[src/rtl/instruction_fetch_pkg.sv]
// Shared types and constants for the IF stage of the RV32I pipeline.
//   if_state_t  : fetch FSM states (fetching, holding a fetched word, killing a stale read)
//   NopInstr    : addi x0,x0,0, inserted into IF/ID when no valid instruction is available
//   ResetVector : first fetch address after reset
package instruction_fetch_pkg;

  typedef enum logic [1:0] {
    StFetch = 2'd0,
    StHold  = 2'd1,
    StKill  = 2'd2
  } if_state_t;

  localparam logic [31:0] NopInstr    = 32'h0000_0013;
  localparam logic [31:0] ResetVector = 32'h0000_0060;

endpackage

[src/rtl/instruction_fetch_pc_select.sv]
// Combinational PC selection for the IF stage.
//   br_miss, br_target : EX mispredict and its correct PC (highest priority)
//   pred_addr          : decode-stage predicted target
//   redir              : a redirect is taking effect this cycle
//   fpc, tgt_q         : current fetch PC and the target latched while killing a read
//   tgt                : redirect target for this cycle
//   kill_tgt           : where to resume once a killed read returns
//   fpc_inc            : sequential next PC (wraps modulo 2^32)
module instruction_fetch_pc_select (
  input  logic        br_miss,
  input  logic [31:0] br_target,
  input  logic [31:0] pred_addr,
  input  logic        redir,
  input  logic [31:0] fpc,
  input  logic [31:0] tgt_q,
  output logic [31:0] tgt,
  output logic [31:0] kill_tgt,
  output logic [31:0] fpc_inc
);

  always_comb begin
    tgt      = br_miss ? br_target : pred_addr;
    // A redirect arriving in the same cycle as the killed response wins over the latched one.
    kill_tgt = redir ? tgt : tgt_q;
    fpc_inc  = fpc + 32'd4;
  end

endmodule

[src/rtl/instruction_fetch.sv]
// IF stage of the 5-stage RV32I pipeline.
// Owns the fetch PC, issues I-cache reads (one outstanding at most) and fills the IF/ID register.
// Redirects come from EX (br_miss) or from the decode-stage predictor (pred/pred_addr); a read
// made obsolete by a redirect is drained and its data discarded.
// Ports:
//   clk, rst (sync, active-low)
//   icache_read/icache_address out, icache_resp/icache_rdata in
//   MA_stall, bubble         : backend stall / decode hazard
//   br_miss, br_target       : EX mispredict redirect
//   pred, pred_addr          : decode-stage predicted-taken redirect
//   PC, data_                : IF/ID register to decode
//   IF_stall                 : no valid fetched instruction this cycle
//   false_NOP                : IF/ID holds an inserted NOP
module instruction_fetch
  import instruction_fetch_pkg::*;
#(
  parameter logic [31:0] RESET_VECTOR = ResetVector,
  parameter logic [31:0] NOP_INSTR    = NopInstr
) (
  input  logic        clk,
  input  logic        rst,
  output logic        icache_read,
  output logic [31:0] icache_address,
  input  logic        icache_resp,
  input  logic [31:0] icache_rdata,
  input  logic        MA_stall,
  input  logic        bubble,
  input  logic        br_miss,
  input  logic [31:0] br_target,
  input  logic        pred,
  input  logic [31:0] pred_addr,
  output logic [31:0] PC,
  output logic [31:0] data_,
  output logic        IF_stall,
  output logic        false_NOP
);

  if_state_t   state_q, state_d;
  logic [31:0] fpc_q, fpc_d;
  logic [31:0] tgt_q, tgt_d;
  logic [31:0] hold_pc_q, hold_pc_d;
  logic [31:0] hold_data_q, hold_data_d;
  logic [31:0] pc_q, pc_d;
  logic [31:0] data_q, data_d;
  logic        fnop_q, fnop_d;

  logic        adv, redir, avail;
  logic [31:0] tgt, kill_tgt, fpc_inc;
  logic [31:0] deliver_pc, deliver_data;

  // A mispredict overrides a decode hazard; the predictor only acts when ID is not bubbling.
  assign adv   = !MA_stall && (!bubble || br_miss);
  assign redir = !MA_stall && (br_miss || (pred && !bubble));
  assign avail = ((state_q == StFetch) && icache_resp) || (state_q == StHold);

  instruction_fetch_pc_select u_pc_select (
    .br_miss   (br_miss),
    .br_target (br_target),
    .pred_addr (pred_addr),
    .redir     (redir),
    .fpc       (fpc_q),
    .tgt_q     (tgt_q),
    .tgt       (tgt),
    .kill_tgt  (kill_tgt),
    .fpc_inc   (fpc_inc)
  );

  always_comb begin
    deliver_pc   = (state_q == StHold) ? hold_pc_q : fpc_q;
    deliver_data = (state_q == StHold) ? hold_data_q : icache_rdata;
  end

  // Fetch FSM and fetch PC.
  always_comb begin
    state_d     = state_q;
    fpc_d       = fpc_q;
    tgt_d       = tgt_q;
    hold_pc_d   = hold_pc_q;
    hold_data_d = hold_data_q;
    unique case (state_q)
      StFetch: begin
        if (icache_resp) begin
          if (redir) begin
            fpc_d = tgt;
          end else if (adv) begin
            fpc_d = fpc_inc;
          end else begin
            hold_pc_d   = fpc_q;
            hold_data_d = icache_rdata;
            state_d     = StHold;
          end
        end else if (redir) begin
          // Read still in flight: address must stay put until it returns.
          tgt_d   = tgt;
          state_d = StKill;
        end
      end
      StHold: begin
        if (redir) begin
          fpc_d       = tgt;
          hold_pc_d   = '0;
          hold_data_d = '0;
          state_d     = StFetch;
        end else if (adv) begin
          fpc_d   = fpc_inc;
          state_d = StFetch;
        end
      end
      StKill: begin
        if (redir) tgt_d = tgt;
        if (icache_resp) begin
          fpc_d   = kill_tgt;
          state_d = StFetch;
        end
      end
      default: state_d = StFetch;
    endcase
  end

  // IF/ID register.
  always_comb begin
    pc_d   = pc_q;
    data_d = data_q;
    fnop_d = fnop_q;
    if (redir) begin
      pc_d   = '0;
      data_d = NOP_INSTR;
      fnop_d = 1'b1;
    end else if (adv) begin
      if (avail) begin
        pc_d   = deliver_pc;
        data_d = deliver_data;
        fnop_d = 1'b0;
      end else begin
        pc_d   = '0;
        data_d = NOP_INSTR;
        fnop_d = 1'b1;
      end
    end
  end

  always_ff @(posedge clk) begin
    if (!rst) begin
      state_q     <= StFetch;
      fpc_q       <= RESET_VECTOR;
      tgt_q       <= '0;
      hold_pc_q   <= '0;
      hold_data_q <= '0;
      pc_q        <= '0;
      data_q      <= NOP_INSTR;
      fnop_q      <= 1'b1;
    end else begin
      state_q     <= state_d;
      fpc_q       <= fpc_d;
      tgt_q       <= tgt_d;
      hold_pc_q   <= hold_pc_d;
      hold_data_q <= hold_data_d;
      pc_q        <= pc_d;
      data_q      <= data_d;
      fnop_q      <= fnop_d;
    end
  end

  assign icache_read    = rst && (state_q != StHold);
  assign icache_address = fpc_q;
  assign IF_stall       = !avail;
  assign PC             = pc_q;
  assign data_          = data_q;
  assign false_NOP      = fnop_q;

endmodule

[config.mk]
export PLATFORM = sky130hd
export DESIGN_NAME = instruction_fetch
export DESIGN_NICKNAME = d
export VERILOG_FILES = /design/src/rtl/instruction_fetch_pkg.sv /design/src/rtl/instruction_fetch_pc_select.sv /design/src/rtl/instruction_fetch.sv
export SDC_FILE = /design/constraint.sdc
export NUM_CORES = 1
export LEC_CHECK = 0
export ABC_AREA = 1
export BUFFER_PORTS_ARGS = -buffer_cell sky130_fd_sc_hd__buf_2
export CAP_MARGIN = 10
export CORE_UTILIZATION = 50
export DETAILED_ROUTE_END_ITERATION = 8
export PLACE_DENSITY = 0.82
export SETUP_SLACK_MARGIN = 0.2
export SYNTH_ARGS = -nofsm -noshare
export SYNTH_HDL_FRONTEND = slang
export SYNTH_SLANG_ARGS = --single-unit
export TNS_END_PERCENT = 20
[constraint.sdc]
create_clock -name clk -period 3.6 [get_ports clk]
set_input_delay 0.18 -clock clk [delete_from_list [all_inputs] [get_ports clk]]
set_output_delay 0.18 -clock clk [all_outputs]
set_load 0.01 [all_outputs]
==> run_results.csv <==
group,metric,value,unit
floorplan,num_io_pins,202,
cts,clk_pin_slew,70,ps
routing,drt_iter0_drc,911,
hold_path,hp-class,"primary input to flip-flop",
finish,layout_commonest_cell,"nand2_1",
worst_setup_path,r2r_end,"hold_data_q[7]",
worst_setup_path,cp_top_family,"simple AND/OR/NAND/NOR gates",
floorplan,row_count,50,
grt,antenna_found_initial,0,
placement,dpl.cell_count,1822,
cts,cts_post_setup_buffers_inserted,0,
outcome,run_status,"finished with violations",
floorplan,die_x,140,um
timing,final-setup-viol-count,0,
finish,stdcell_count,1854,
timing,fin_crit_sh,77.6,%
cts,h-tree-depth,4,
synthesis,synth-seq-area-share,41.2,%
synthesis,synth_top_area_share,41.2,%
worst_setup_path,timing.rr.start,"state_q[1]",
timing,tightest_slew,1040,ps
synthesis,synthCells,1470,
timing,fin_tns_setup,0,ps
timing,rsz0062_at_grt,"false",
worst_setup_path,cp_max_fo,63,
synthesis,synth_top_cell_by_area,"dfxtp_1",
floorplan,core,18600,um^2
timing,maxSlewHeadroom,30.6,%
routing,drtPass1Iterations,8,
routing,vias_per_cell,5.42,
cts,cts-buffers-inserted,17,
floorplan,die_y,140,um
placement,gp_congestion,0.862,
worst_setup_path,startpoint_type,"flip-flop",
timing,final_hold_viol_count,0,
grt,grt_usage,28.2,%
run,maxCapViolations,0,
finish,final_cell_mix,"nand2_1, a21oi_1, buf_2, dfxtp_1, nand3_1",
routing,routed_wl,27500,um
worst_setup_path,path_cells,"inv_2 > nand2_4 > nand2_2 > o21ai_4 > buf_4 > nand2_1 > a21oi_1",
routing,routedWlPerCell,14.8,um
worst_setup_path,critPathMaxStageDelay,540,ps
routing,vias,10000,
worst_setup_path,worst-r2r-setup-slack,800,ps
synthesis,synthDistinctLibCells,33,
cts,cts-resized-gates,0,
cts,cts_tree,"yes",
routing,ant_nets,0,
placement,port_buffers,201,
pwr,p_leak,4.82,nW
worst_setup_path,critPathArrivalTime,3150,ps
grt,grt-ovfl-total,0,
cts,postCtsHoldBufs,0,
cts,cts_sinks,195,
synthesis,mappedNetlistArea,9490,um^2
worst_setup_path,required,3960,ps
finish,n_antenna_cell,0,
worst_setup_path,reg2regPathDepth,7,
cts,cts_root_buffer,"clkbuf_16",
worst_setup_path,critPathSlowestCell,"nand2_2",
routing,route.detailed.drc,2,
cts,cts_buffer_depth,2,
worst_setup_path,worstSetupPathType,"flip-flop to flip-flop",
outcome,violations,"DRC",
finish,syn_to_final_growth,16.2,%
synthesis,synth.top_cells.by_area,"dfxtp_1, nand2_1, a21oi_1, nand3_1, o21ai_0",
placement,hpwlAfterDp,18700,um
synthesis,syn_nets,1574,
worst_setup_path,crit_start,"state_q[1]",
floorplan,die-area,19500,um^2
synthesis,synth-warning-count,0,
worst_setup_path,endpoint_kind,"flip-flop",
worst_setup_path,endpoint,"hold_data_q[7]",
timing,fin_crit,2800,ps
finish,drive_above_1_share,16.5,%
cts,insertion_delay,440,ps
grt,grt_pass1_vias,8955,
timing,clock.fmax,358,MHz
grt,grt_max_degree,64,
synthesis,avgSynthCellArea,6.45,um^2
floorplan,initial_core_util,50.9,%
timing,finClkSkew,12.7,ps
worst_setup_path,crit_buf_inv,2,
timing,slew_viol_final,0,
synthesis,synth_seq_cells,195,
finish,nets,1711,
worst_setup_path,worst-path-stages,7,
grt,grt_pass1_wl,44600,um
pwr,peakVddDrop,0.000327,V
pwr,powerDensity,466,nW/um^2
==> tightest hold or removal path: cells and delay by family <==
family,cells,cell delay [ps]
AOI/OAI and AO/OA,1,60
buffers and inverters,1,100
and+or+nand+nor,1,70
==> routing by layer <==
metal  track usage [%]  up-vias  wire [um]
li1                  -     4994          -
met1              37.3     4500      12100
met2              46.4      504      12700
met3              4.99       47       2280
met4              9.54        0        476
met5                 0        -          0
==> cell families (layout without fill, tap and decap cells) <==
| kind of cell | count (synthesis) | in the layout | share of synthesized area [%] |
|---|---|---|---|
| mux | 2 | 2 | 0.237 |
| fa+ha+maj | 1 | 1 | 0.132 |
| buf+inv | 176 | 326 | 7.97 |
| flops | 195 | 195 | 41.2 |
| xor+xnor | 6 | 6 | 0.554 |
| simple gates | 786 | 786 | 33.6 |
| compound gates | 304 | 304 | 16.4 |
==> cells in the mapped netlist <==
master and count:
nand2_1 576, a21oi_1 209, dfxtp_1 195, nand3_1 120, o21ai_0 79, inv_1 74, nor2_1 63, clkbuf_1 55
buf_2 28, nor3_1 8, buf_4 7, inv_2 6, nor2_2 6, xor2_1 6, buf_6 4, nand2_2 4
nand4_1 4, o21ai_1 4, a31oi_1 3, a211oi_1 2, a21boi_0 2, mux2_2 2, nand3_2 2, o22ai_1 2
clkbuf_2 1, ha_1 1, inv_4 1, nand2_4 1, nor2_8 1, o2111ai_1 1, o211ai_1 1, o21ai_4 1
or2_2 1
==> sequential cells by signal, indices dropped and copies added, names as in the netlist <==
signal / cells
false_NOP: 1
state_q: 2
icache_address: 32
hold_data_q: 32
PC: 32
tgt_q: 32
hold_pc_q: 32
data_: 32
==> report_power, final <==
part           switching (mW)  internal, mW  total [mW]
Clock                   0.844          1.05        1.89
Sequential              0.122          2.28        2.40
Combinational           0.575         0.273       0.848
==> stage by stage <==
| step | worst slack, ps | area, um^2 | utilization (%) | hold slack, ps | total power [mW] |
|---|---|---|---|---|---|
| 2_1_floorplan | 2000 | 9490 | - | 344 | 3.00 |
| 3_3_place_gp | 890 | 10400 | 56.0 | 434 | 3.26 |
| 3_5_place_dp | 798 | 10400 | 56.0 | 447 | 3.28 |
| 4_1_cts | 819 | 11000 | 59.2 | 12.7 | 5.15 |
| 5_1_grt | 551 | 11000 | 59.2 | 28.2 | 5.35 |
| 6_report | 805 | 11000 | 59.2 | 27.8 | 5.14 |
==> area by class of cell <==
cell class                      instances  area [um^2]
Fill cell                            1826         7610
Multi-Input combinational cell       1099         4840
Sequential cell                       195         3900
Timing Repair Buffer                  213         1110
Clock buffer                           21          450
Inverter                               81          307
Tap cell                              234          293
Clock inverter                         11          129
==> how the worst min path moves through the flow <==
stage	from	end	slack [ps]	cells past startpoint
2_1_floorplan	icache_rdata[29]	hold_data_q[29]	340	2
3_3_place_gp	tgt_q[6]	tgt_q[6]	430	2
3_5_place_dp	tgt_q[8]	tgt_q[8]	450	2
4_1_cts	icache_rdata[28]	hold_data_q[28]	10	3
5_1_grt	icache_rdata[5]	hold_data_q[5]	30	3
6_report	icache_rdata[2]	hold_data_q[2]	30	3
Power figures use the tool's default switching activity.
